===== config.mk =====
export PLATFORM = sky130hd
export DESIGN_NAME = nnrv_mem
export DESIGN_NICKNAME = d
export VERILOG_FILES = /design/src/rtl/nnrv_pkg.sv /design/src/rtl/nnrv_mem_ldext.sv /design/src/rtl/nnrv_mem.sv
export SDC_FILE = /design/constraint.sdc
export NUM_CORES = 1
export LEC_CHECK = 0
export ABC_AREA = 1
export CAP_MARGIN = 10
export CORE_AREA = 2 2 191 193
export CTS_BUF_LIST = sky130_fd_sc_hd__clkbuf_4 sky130_fd_sc_hd__clkbuf_8 sky130_fd_sc_hd__clkbuf_16
export CTS_CLUSTER_SIZE = 20
export DETAILED_ROUTE_END_ITERATION = 6
export DIE_AREA = 0 0 193 195
export PLACE_DENSITY = 0.74
export SLEW_MARGIN = 20
export SYNTH_ARGS = -nofsm -noshare
export SYNTH_HDL_FRONTEND = slang
export SYNTH_SLANG_ARGS = --single-unit
export TNS_END_PERCENT = 50

===== constraint.sdc =====
create_clock -name i_clk -period 1.45 [get_ports i_clk]
set_clock_uncertainty 0.05 [all_clocks]
set_input_delay 0.145 -clock i_clk [delete_from_list [all_inputs] [get_ports i_clk]]
set_output_delay 0.145 -clock i_clk [all_outputs]
set_load 0.01 [all_outputs]

===== src/rtl/nnrv_pkg.sv =====
// ============================================================================
// Module      : nnrv_pkg
// Description : Shared definitions for the NNRV memory stage: FSM state
//               encoding, access-size codes and mask-to-size decoding.
// Revision    : 1.0 - initial release
// ============================================================================
`default_nettype none

package nnrv_pkg;

    typedef enum logic [1:0] {
        ST_IDLE = 2'd0,
        ST_REQ  = 2'd1,
        ST_DONE = 2'd2
    } mem_state_e;

    typedef enum logic [1:0] {
        SZ_BYTE  = 2'd0,
        SZ_HALF  = 2'd1,
        SZ_WORD  = 2'd2,
        SZ_DWORD = 2'd3
    } mem_size_e;

    // Access size is implied by how many byte lanes are enabled.
    function automatic mem_size_e size_from_mask(input logic [7:0] mask);
        logic [3:0] cnt;
        cnt = '0;
        for (int i = 0; i < 8; i++) begin
            cnt = cnt + {3'b000, mask[i]};
        end
        case (cnt)
            4'd1:    size_from_mask = SZ_BYTE;
            4'd2:    size_from_mask = SZ_HALF;
            4'd4:    size_from_mask = SZ_WORD;
            default: size_from_mask = SZ_DWORD;
        endcase
    endfunction

endpackage

`default_nettype wire


===== src/rtl/nnrv_mem_ldext.sv =====
// ============================================================================
// Module      : nnrv_mem_ldext
// Description : Combinational load extraction: lane shift plus sign/zero
//               extension from the accessed size.
// Revision    : 1.0 - initial release
// ============================================================================
`default_nettype none

module nnrv_mem_ldext
    import nnrv_pkg::*;
#(
    parameter int XLEN = 64
) (
    input  logic [XLEN-1:0] i_rdata,
    input  logic [2:0]      i_offs,
    input  logic [1:0]      i_size,
    input  logic            i_sign,
    output logic [XLEN-1:0] o_data
);

    logic [XLEN-1:0] w_sh;

    assign w_sh = i_rdata >> {i_offs, 3'b000};

    always_comb begin
        o_data = w_sh;
        case (mem_size_e'(i_size))
            SZ_BYTE:  o_data = {{(XLEN-8){i_sign & w_sh[7]}},   w_sh[7:0]};
            SZ_HALF:  o_data = {{(XLEN-16){i_sign & w_sh[15]}}, w_sh[15:0]};
            SZ_WORD:  o_data = {{(XLEN-32){i_sign & w_sh[31]}}, w_sh[31:0]};
            default:  o_data = w_sh;
        endcase
    end

endmodule

`default_nettype wire


===== src/rtl/nnrv_mem.sv =====
// ============================================================================
// Module      : nnrv_mem
// Description : Pipeline memory stage: IDLE/REQ/DONE handshake to RAM,
//               registered writeback and hazard signalling.
//               Optional alignment check via NNRV_MEM_ALIGN_CHK_EN.
// Revision    : 1.0 - initial release
// ============================================================================
`default_nettype none

module nnrv_mem
    import nnrv_pkg::*;
#(
    parameter int XLEN       = 64,
    parameter int MASK_WIDTH = 8
) (
    input  logic                  i_clk,
    input  logic                  i_rst_n,
    input  logic                  i_ex_rd_en,
    input  logic [4:0]            i_ex_rd,
    input  logic [XLEN-1:0]       i_ex_rd_reg,
    input  logic                  i_ex_ram_rd_en,
    input  logic                  i_ex_ram_wr_en,
    input  logic [XLEN-1:0]       i_ex_ram_addr,
    input  logic [XLEN-1:0]       i_ex_ram_data,
    input  logic [MASK_WIDTH-1:0] i_ex_ram_mask,
    input  logic                  i_ex_sign,
    output logic                  o_ram_req,
    output logic                  o_ram_we,
    output logic [XLEN-1:0]       o_ram_addr,
    output logic [XLEN-1:0]       o_ram_wdata,
    output logic [MASK_WIDTH-1:0] o_ram_mask,
    input  logic                  i_ram_ack,
    input  logic [XLEN-1:0]       i_ram_rdata,
    output logic                  o_wb_rd_en,
    output logic [4:0]            o_wb_rd,
    output logic [XLEN-1:0]       o_wb_rd_reg,
    output logic                  o_stall,
`ifdef NNRV_MEM_ALIGN_CHK_EN
    output logic                  o_mem_fault,
`endif
    output logic                  o_id_rd_ready
);

    mem_state_e            r_state;
    mem_state_e            w_state_nxt;
    mem_size_e             w_size;
    mem_size_e             r_size;
    logic                  w_access;
    logic                  w_fault;
    logic                  r_ram_req;
    logic                  r_ram_we;
    logic [XLEN-1:0]       r_ram_addr;
    logic [XLEN-1:0]       r_ram_wdata;
    logic [MASK_WIDTH-1:0] r_ram_mask;
    logic [2:0]            r_offs;
    logic                  r_sign;
    logic                  r_store;
    logic [4:0]            r_rd;
    logic                  r_rd_en;
    logic                  r_wb_rd_en;
    logic [4:0]            r_wb_rd;
    logic [XLEN-1:0]       r_wb_rd_reg;
    logic                  r_id_rd_ready;
    logic [XLEN-1:0]       w_ld_data;

    assign w_access = i_ex_ram_rd_en | i_ex_ram_wr_en;
    assign w_size   = size_from_mask(i_ex_ram_mask);

`ifdef NNRV_MEM_ALIGN_CHK_EN
    logic r_fault;

    always_comb begin
        case (w_size)
            SZ_HALF:  w_fault = i_ex_ram_addr[0];
            SZ_WORD:  w_fault = |i_ex_ram_addr[1:0];
            SZ_DWORD: w_fault = |i_ex_ram_addr[2:0];
            default:  w_fault = 1'b0;
        endcase
    end

    always_ff @(posedge i_clk or negedge i_rst_n) begin
        if (!i_rst_n) begin
            r_fault <= 1'b0;
        end else begin
            r_fault <= (r_state == ST_IDLE) & w_access & w_fault;
        end
    end

    assign o_mem_fault = r_fault;
`else
    assign w_fault = 1'b0;
`endif

    always_ff @(posedge i_clk or negedge i_rst_n) begin
        if (!i_rst_n) begin
            r_state <= ST_IDLE;
        end else begin
            r_state <= w_state_nxt;
        end
    end

    always_comb begin
        w_state_nxt = r_state;
        case (r_state)
            ST_IDLE: if (w_access && !w_fault) w_state_nxt = ST_REQ;
            ST_REQ:  if (i_ram_ack)            w_state_nxt = ST_DONE;
            ST_DONE:                           w_state_nxt = ST_IDLE;
            default:                           w_state_nxt = ST_IDLE;
        endcase
    end

    always_ff @(posedge i_clk or negedge i_rst_n) begin
        if (!i_rst_n) begin
            r_ram_req     <= 1'b0;
            r_ram_we      <= 1'b0;
            r_ram_addr    <= '0;
            r_ram_wdata   <= '0;
            r_ram_mask    <= '0;
            r_offs        <= '0;
            r_size        <= SZ_BYTE;
            r_sign        <= 1'b0;
            r_store       <= 1'b0;
            r_rd          <= '0;
            r_rd_en       <= 1'b0;
            r_wb_rd_en    <= 1'b0;
            r_wb_rd       <= '0;
            r_wb_rd_reg   <= '0;
            r_id_rd_ready <= 1'b0;
        end else begin
            case (r_state)
                ST_IDLE: begin
                    if (w_access && !w_fault) begin
                        r_ram_req     <= 1'b1;
                        r_ram_we      <= i_ex_ram_wr_en;
                        r_ram_addr    <= {i_ex_ram_addr[XLEN-1:3], 3'b000};
                        r_ram_wdata   <= i_ex_ram_data;
                        r_ram_mask    <= i_ex_ram_mask;
                        r_offs        <= i_ex_ram_addr[2:0];
                        r_size        <= w_size;
                        r_sign        <= i_ex_sign;
                        r_store       <= i_ex_ram_wr_en;
                        r_rd          <= i_ex_rd;
                        // Stores and x0 targets never write back.
                        r_rd_en       <= i_ex_rd_en & (|i_ex_rd) & ~i_ex_ram_wr_en;
                        r_wb_rd_en    <= 1'b0;
                        r_id_rd_ready <= 1'b0;
                    end else if (w_access) begin
                        r_wb_rd_en    <= 1'b0;
                        r_id_rd_ready <= 1'b0;
                    end else begin
                        r_wb_rd_en    <= i_ex_rd_en & (|i_ex_rd);
                        r_wb_rd       <= i_ex_rd;
                        r_wb_rd_reg   <= i_ex_rd_reg;
                        r_id_rd_ready <= 1'b1;
                    end
                end
                ST_REQ: begin
                    if (i_ram_ack) begin
                        r_ram_req     <= 1'b0;
                        r_ram_we      <= 1'b0;
                        r_wb_rd_en    <= r_rd_en;
                        r_wb_rd       <= r_rd;
                        r_wb_rd_reg   <= w_ld_data;
                        r_id_rd_ready <= ~r_store;
                    end
                end
                default: begin
                    r_wb_rd_en    <= 1'b0;
                    r_id_rd_ready <= 1'b0;
                end
            endcase
        end
    end

    nnrv_mem_ldext #(
        .XLEN (XLEN)
    ) u_ldext (
        .i_rdata (i_ram_rdata),
        .i_offs  (r_offs),
        .i_size  (r_size),
        .i_sign  (r_sign),
        .o_data  (w_ld_data)
    );

    assign o_stall       = ((r_state == ST_IDLE) & w_access) | (r_state == ST_REQ) |
                           (r_state == ST_DONE);
    assign o_ram_req     = r_ram_req;
    assign o_ram_we      = r_ram_we;
    assign o_ram_addr    = r_ram_addr;
    assign o_ram_wdata   = r_ram_wdata;
    assign o_ram_mask    = r_ram_mask;
    assign o_wb_rd_en    = r_wb_rd_en;
    assign o_wb_rd       = r_wb_rd;
    assign o_wb_rd_reg   = r_wb_rd_reg;
    assign o_id_rd_ready = r_id_rd_ready;

endmodule

`default_nettype wire


==> results of run 1 <==
## path summary, 6_finish.rpt
| kind | start | slack (ps) | depth (start not counted) | end |
|---|---|---|---|---|
| worst max register to register | r_offs[1]$_DFFE_PN0P_ | -480 | 11 | o_wb_rd_reg[24]$_DFFE_PN0P_ |
| min in group i_clk | i_ex_ram_addr[13] | 90 | 3 | o_ram_addr[13]$_DFFE_PN0P_ |
| worst min-delay path | i_rst_n | 50 | 2 | o_wb_rd_reg[62]$_DFFE_PN0P_ |
| max in group asynchronous | i_rst_n | 700 | 3 | o_ram_addr[24]$_DFFE_PN0P_ |
| worst max-delay path | i_ex_ram_mask[0] | -950 | 12 | r_size[0]$_DFFE_PN0P_ |
| worst min register to register | o_ram_wdata[59]$_DFFE_PN0P_ | 420 | 2 | o_ram_wdata[59]$_DFFE_PN0P_ |
## per-layer routing
| metal | global-route usage | wire length, um | vias up |
|---|---|---|---|
| met5 | 0 | 16 | - |
| met2 | 0.485 | 28400 | 754 |
| met1 | 0.296 | 20000 | 6773 |
| li1 | - | - | 6521 |
| met4 | 0.161 | 3980 | 2 |
| met3 | 0.0624 | 4890 | 210 |
## cells by family after synthesis
logic type                 after synthesis
xor gates and xnor gates                 3
and+or+nand+nor                       1114
adders and majority gates                7
AOI/OAI and AO/OA                      133
DFF                                    221
muxes                                    1
buffers and inverters                  164
other                                    1
## Yosys cell counts (all sizes together)
master	n	area [um2]
conb	1	3.75
o31ai	1	7.51
nor2	147	552
mux2	1	11.3
dfrtp	221	5530
clkinv	1	3.75
a21oi	38	190
inv	55	206
nand2	830	3120
nand4	32	200
a31oi	7	43.8
buf	57	309
clkbuf	51	191
nand3	102	515
or2	1	6.26
xnor2	3	26.3
o21ai	79	395
nor3	2	15.0
o211ai	8	60.1
ha	3	37.5
fa	4	80.1
## layout by cell type (no fill, tap or decap), types with 4 or more instances in the layout
cell type / Yosys / final
sky130_fd_sc_hd__buf_2: 46 / 4
sky130_fd_sc_hd__dlygate4sd3_1: 0 / 4
sky130_fd_sc_hd__o21ai_1: 14 / 21
sky130_fd_sc_hd__clkinv_2: 0 / 4
sky130_fd_sc_hd__nand4_1: 32 / 32
sky130_fd_sc_hd__inv_2: 6 / 5
sky130_fd_sc_hd__dfrtp_1: 221 / 218
sky130_fd_sc_hd__clkbuf_8: 0 / 8
sky130_fd_sc_hd__a21oi_2: 0 / 7
sky130_fd_sc_hd__nand3_2: 1 / 38
sky130_fd_sc_hd__a31oi_1: 7 / 6
sky130_fd_sc_hd__nand2_4: 0 / 51
sky130_fd_sc_hd__dlymetal6s2s_1: 0 / 14
sky130_fd_sc_hd__clkdlybuf4s15_1: 0 / 28
sky130_fd_sc_hd__nand2_8: 0 / 5
sky130_fd_sc_hd__buf_4: 6 / 115
sky130_fd_sc_hd__buf_8: 0 / 10
sky130_fd_sc_hd__buf_12: 0 / 43
sky130_fd_sc_hd__clkbuf_16: 0 / 44
sky130_fd_sc_hd__inv_1: 49 / 43
sky130_fd_sc_hd__buf_6: 2 / 56
sky130_fd_sc_hd__clkbuf_4: 0 / 5
sky130_fd_sc_hd__nand2_1: 827 / 643
sky130_fd_sc_hd__nand2_2: 3 / 132
sky130_fd_sc_hd__o211ai_1: 8 / 8
sky130_fd_sc_hd__clkdlybuf4s50_1: 0 / 305
sky130_fd_sc_hd__a21oi_1: 38 / 30
sky130_fd_sc_hd__nor2_2: 0 / 4
sky130_fd_sc_hd__nand3_4: 0 / 16
sky130_fd_sc_hd__dlygate4sd2_1: 0 / 119
sky130_fd_sc_hd__clkdlybuf4s15_2: 0 / 10
sky130_fd_sc_hd__o21ai_0: 65 / 29
sky130_fd_sc_hd__nand3_1: 101 / 48
sky130_fd_sc_hd__o21ai_2: 0 / 27
sky130_fd_sc_hd__nor2_1: 147 / 129
sky130_fd_sc_hd__buf_16: 0 / 17
sky130_fd_sc_hd__nor2_4: 0 / 14
## where the power goes
group	switching [mW]	internal, mW	total [mW]
combinational	17.8	15.4	33.2
clock	2.75	4.09	6.83
sequential	2.09	9.23	11.3
total	22.7	28.7	51.4
## metrics by stage
step	utilization	hold slack (ps)	setup slack, ps	power [mW]
3_5_place_dp	0.508	37.8	-1990	36.4
3_3_place_gp	0.508	34.6	-1940	35.9
6_report	0.629	50.1	-949	51.4
2_1_floorplan	-	-201	-1270	22.6
5_1_grt	0.629	70.4	-1020	54.2
4_1_cts	0.584	54.4	-1080	46.3
## area by class of cell
type | count | area (um2)
antenna | 3 | 7.51
clock buffer | 40 | 823
clock inverter | 8 | 75.1
fill | 2857 | 13100
inverter | 56 | 265
multi-input combinational | 1262 | 6760
sequential | 221 | 5530
tap | 461 | 577
timing repair buffer | 743 | 8150
timing repair inverter | 6 | 65.1
## repair_timing
action / in CTS / in global routing
endpoints found under the hold margin: 224 / 0
setup buffers: 56 / 25
resized for setup: 499 / 310
gates cloned: 24 / 24
pin swaps: 140 / 143
hold buffers: 4 / 0
setup endpoints to repair: 420 / 303
## critical path, stage by stage
cell	delay [ps]
sky130_fd_sc_hd__buf_8	80
sky130_fd_sc_hd__inv_8	30
sky130_fd_sc_hd__fa_1	540
sky130_fd_sc_hd__fa_1	430
sky130_fd_sc_hd__fa_1	450
sky130_fd_sc_hd__inv_1	80
sky130_fd_sc_hd__ha_2	180
sky130_fd_sc_hd__inv_2	40
sky130_fd_sc_hd__fa_2	550
sky130_fd_sc_hd__nand3_1	80
sky130_fd_sc_hd__nor2_1	120
sky130_fd_sc_hd__a21oi_1	50
==> results.txt, run 1 <==
----------------------------------------------------
[Status]
  Status ... complete, but fails checks
  Failing checks ... DRC, setup timing

[Timing]
  Final min period ... 2400 ps
  Final setup slack of the worst path ... -949 ps
  Setup repair after global routing missed its margin ... true
  Final TNS setup ... -65940 ps
  Achievable Freq ... 417 MHz
  Slew Viols, Final ... 0
  Tcrit/Tclk final ... 1.65
  Number of hold violations in the final report ... 0
  # setup viols final ... 266

[Final layout]
  Fin nets ... 2599
  Signed area change from the synthesized netlist to the final layout ... 93.5%
  Final standard cell area without fillers ... 22300 um2
  Non-Filler Instances ... 2800
  Proportion of layout cells with a drive suffix above 1 ... 0.277
  Number of flip-flops under the largest register name ... 69

[Logic synthesis]
  Adder and majority cell fraction of the synthesized area ... 0.0102
  Area fraction in and, or, nand and nor cells after synthesis ... 0.383
  Number of instances in the synthesized netlist ... 1644
  Ys Warns ... 0
  Combined area of all synthesized cells ... 11500 um2
  Xor/xnor share of the synthesized area ... 0.00228
  Fraction of the yosys area taken by sequential cells ... 0.481
  Complex-gate fraction of the synthesized area ... 0.0606
  Multiplexer area fraction after synthesis ... 0.000978
  Dominant combinational cell family by area after synthesis ... simple AND/OR/NAND/NOR gates
  Average size of a mapped cell ... 7.00 um2
  Count of unique library cells instantiated by Yosys ... 29
  #FFs+latches synth ... 221

[Clock network]
  Sink count of the clock tree ... 221
  Clock root cell ... sky130_fd_sc_hd__clkbuf_16
  Clock transition at the register clock pins on the worst setup and hold paths after CTS ... 60 ps
  Number of clock buffers inserted by TritonCTS ... 26
  CTS H-tree depth ... 1
  Clk Latency, worst-skew pair ... 540 ps
  Maximum number of buffers from clock root to sink ... 3
  CTS tree ... built

[Placed design]
  Detail Placement HPWL ... 37300 um
  Post-DP Area ... 18000 um2
  # port buffers ... 482
  Placed instance count ... 2636
  Routability cong. ... 0.937

[Global routing]
  Global-route wire length before repair ... 79100 um
  GRT overflow ... 0
  Total routing resource utilization after global routing ... 0.274
  Maximum number of pins on one net before global-route repair ... 53
  Via count of the first global-routing pass ... 14231
  Initial antenna violation count ... 4

[Floorplanning]
  Core Box Area ... 35400 um2
  Top-level port count ... 486
  Overall die height ... 195 um
  Effective utilization at floorplan ... 0.325
  Total die area ... 37600 um2
  Die X ... 193 um
  Standard-cell row count ... 69

[Worst hold path]
  Hold Crit Class ... in2async

[Routing]
  DRT Pass-1 Iters ... 7
  Detail-routed via count per cell ... 5.09
  Number of DRC violations after detailed-routing iteration 0 ... 1002
  DRC Markers ... 1
  Via count ... 14260
  Final wirelength ... 57200 um
  Remaining antenna violation count after routing ... 0
  Average detailed-routed wire length per instance ... 20.4 um

[Worst setup path]
  Type of element capturing the critical path ... flip-flop
  Highest net fanout along the worst path ... 2
  Startpoint Class ... primary input
  Type of the setup path with the least slack ... in2reg
  Endpoint required time on the critical path ... 1830 ps
  Data arrival time of the worst path ... 2770 ps

[Pwr]
  Static power due to leakage ... 11.3 nW
  Power density over the cells ... 2310 nW/um2
  Max IR drop VDD ... 1340 uV

[Run]
  Maximum capacitance violations ... 0

----------------------------------------------------
(Power assumes the default switching activity.)
==> run 2: changes to the inputs <==
--- a/config.mk
+++ b/config.mk
@@ -7,12 +7,15 @@
 export LEC_CHECK = 0
 export ABC_AREA = 1
 export CAP_MARGIN = 10
-export CORE_AREA = 2 2 191 193
+export CELL_PAD_IN_SITES_DETAIL_PLACEMENT = 2
+export CELL_PAD_IN_SITES_GLOBAL_PLACEMENT = 2
+export CORE_MARGIN = 1.5
+export CORE_UTILIZATION = 20
 export CTS_BUF_LIST = sky130_fd_sc_hd__clkbuf_4 sky130_fd_sc_hd__clkbuf_8 sky130_fd_sc_hd__clkbuf_16
 export CTS_CLUSTER_SIZE = 20
 export DETAILED_ROUTE_END_ITERATION = 6
-export DIE_AREA = 0 0 193 195
-export PLACE_DENSITY = 0.74
+export MAX_ROUTING_LAYER = met4
+export PLACE_DENSITY = 0.84
 export SLEW_MARGIN = 20
 export SYNTH_ARGS = -nofsm -noshare
 export SYNTH_HDL_FRONTEND = slang
==> run 2 against run 1 <==
- the run ends with setup timing left
- power up 12%
- hold slack lost 31 ps
- register-to-register slack got worse by 110 ps
- fmax down 7.8%
- routed wire length rose by 54%
- sequential cell count unchanged
- critical path depth unchanged
- first-iteration DRC count is 33% lower
- global-route usage is 2.1 points lower
- largest power group unchanged
==> results.txt, run 2 (same netlist as run 1, synthesis figures left out) <==
----------------------------------------------------
[Status]
  Status ... complete, but fails checks
  Failing checks ... setup timing

[Worst setup path]
  Data arrival time of the worst path ... 3050 ps
  Endpoint required time on the critical path ... 1900 ps
  Type of element capturing the critical path ... flip-flop
  Worst-path cell chain ... buf_2 -> inv_2 -> fa_1 -> fa_1 -> fa_1 -> inv_2 -> ha_4 -> inv_2 -> fa_2 -> nand3_1 -> nor2_1 -> a21oi_1
  WP buf/inv ... 4
  Type of the setup path with the least slack ... in2reg
  Dominant delay contributor by cell family on the critical path ... adder cells
  Largest stage delay on the critical path ... 580 ps
  Startpoint Class ... primary input
  Highest net fanout along the worst path ... 2
  Cell type of the slowest stage on the worst timing path ... sky130_fd_sc_hd__fa_1

[Routing]
  Remaining antenna violation count after routing ... 0
  Average detailed-routed wire length per instance ... 28.1 um
  Via count ... 15217
  Final wirelength ... 88400 um
  Detail-routed via count per cell ... 4.84
  Number of DRC violations after detailed-routing iteration 0 ... 668
  DRC Markers ... 0
  DRT Pass-1 Iters ... 5

[Clock network]
  Number of clock buffers inserted by TritonCTS ... 28
  CTS tree ... built
  Sink count of the clock tree ... 221
  Clock root cell ... sky130_fd_sc_hd__clkbuf_16
  CTS H-tree depth ... 1
  Clk Latency, worst-skew pair ... 620 ps
  Clock transition at the register clock pins on the worst setup and hold paths after CTS ... 60 ps
  Maximum number of buffers from clock root to sink ... 3

[Pwr]
  Power density over the cells ... 2480 nW/um2
  Max IR drop VDD ... 1300 uV
  Static power due to leakage ... 11.4 nW
  Post-layout total power ... 57.4 mW

[Timing]
  Hold WS ... 19.1 ps
  Number of hold violations in the final report ... 0
  Final TNS setup ... -83480 ps
  Tcrit/Tclk final ... 1.79
  Slew Viols, Final ... 0
  # setup viols final ... 278
  Relative slew margins ... 0.387
  Final setup slack of the worst path ... -1150 ps
  Achievable Freq ... 384 MHz
  Final min period ... 2600 ps
  Transition time at the pin with the least slew margin ... 919 ps
  Setup repair after global routing missed its margin ... true

[Final layout]
  Fin nets ... 2634
  Commonest cells after routing, fill and taps aside ... sky130_fd_sc_hd__nand2_1 (561), sky130_fd_sc_hd__clkdlybuf4s50_1 (308), sky130_fd_sc_hd__dfrtp_1 (219)
  Proportion of layout cells with a drive suffix above 1 ... 0.381
  Area taken by multi-input logic gates ... 7280 um2
  Area of all sequential standard cells ... 5530 um2
  Most common cell after layout, fill and taps aside ... sky130_fd_sc_hd__nand2_1
  Layout fillers ... 6118
  Signed area change from the synthesized netlist to the final layout ... 101%
  Number of flip-flops under the largest register name ... 69

[Floorplanning]
  Die X ... 243 um
  Effective utilization at floorplan ... 0.203
  Top-level port count ... 486
  Overall die height ... 243 um
  Total die area ... 59000 um2
  Standard-cell row count ... 87
  Core Box Area ... 56600 um2

[Global routing]
  Total routing resource utilization after global routing ... 0.253
  GRT overflow ... 0
  Global-route wire length before repair ... 110000 um
  Initial antenna violation count ... 13
  Maximum number of pins on one net before global-route repair ... 43
  Via count of the first global-routing pass ... 16991

[Run]
  Maximum capacitance violations ... 0

[Placed design]
  # port buffers ... 482
  Detail Placement HPWL ... 51900 um
  Routability cong. ... 0.874

[Worst hold path]
  Hold Crit Class ... in2async

----------------------------------------------------
==> run 2: cell types whose count changed in the layout (fill, tap and decap cells not counted), sizes merged, moves of 3 or more <==
cell and change:
clkinv +3, buf +148, clkbuf +8, dlygate4sd2 -119, dlymetal6s2s -4, inv -3, clkdlybuf4s50 +3, diode +10
dlygate4sd3 +3
==> run 2: routing by layer <==
metal	global-route usage	vias up	part of all wire
met5	-	-	0
met4	0.0776	0	0.061
met3	0.0678	270	0.067
met2	0.470	649	0.52
met1	0.257	7691	0.35
li1	-	6607	-
==> run 2: final timing paths <==
path	to	from	slack, ps	cells after the start
worst max-delay path	r_size[0]$_DFFE_PN0P_	i_ex_ram_mask[3]	-1150	12
worst min-delay path	o_wb_rd_reg[63]$_DFFE_PN0P_	i_rst_n	20	2
worst max register to register	o_wb_rd_reg[39]$_DFFE_PN0P_	r_offs[0]$_DFFE_PN0P_	-590	14
worst min register to register	o_ram_wdata[36]$_DFFE_PN0P_	o_ram_wdata[36]$_DFFE_PN0P_	430	2
max in group asynchronous	r_state[1]$_DFFE_PN0P_	i_rst_n	170	3
min in group i_clk	o_ram_wdata[4]$_DFFE_PN0P_	i_ex_ram_data[4]	30	3
==> run 2: area by class of cell <==
cell class              instances  area share
diodes                         13     0.00141
flip-flops and latches        221       0.239
clock inverters                11     0.00384
multi-input cells            1261       0.315
clock buffers                  41      0.0372
repair buffers                783       0.353
well taps                     756      0.0409
inverters                      56      0.0104
==> run 2: metrics by stage <==
step / area, um2 / setup slack (ps) / cells / util
after detailed placement: 18800 / -2050 / 2963 / 0.331
after CTS: 21000 / -1050 / 3095 / 0.371
final: 23200 / -1150 / 3142 / 0.409
after floorplan: 11600 / -1270 / 1646 / -
after global routing: 23200 / -1190 / 3142 / 0.409
after global placement: 18800 / -1940 / 2963 / 0.331
==> run 2: where the power goes <==
| group | internal (mW) | switching (mW) | leakage, nW |
|---|---|---|---|
| logic | 16.2 | 21.8 | 8.27 |
| registers | 9.23 | 2.71 | 2.70 |
| clock network | 4.13 | 3.31 | 0.474 |
==> run 2: repair_timing <==
item / CTS / global route
buffers inserted: 60 / 25
hold endpoints to repair: 226 / 0
gates resized for setup: 860 / 454
cloned: 17 / 30
pin swaps: 109 / 174
hold buffers: 8 / 0
setup endpoints to repair: 424 / 297
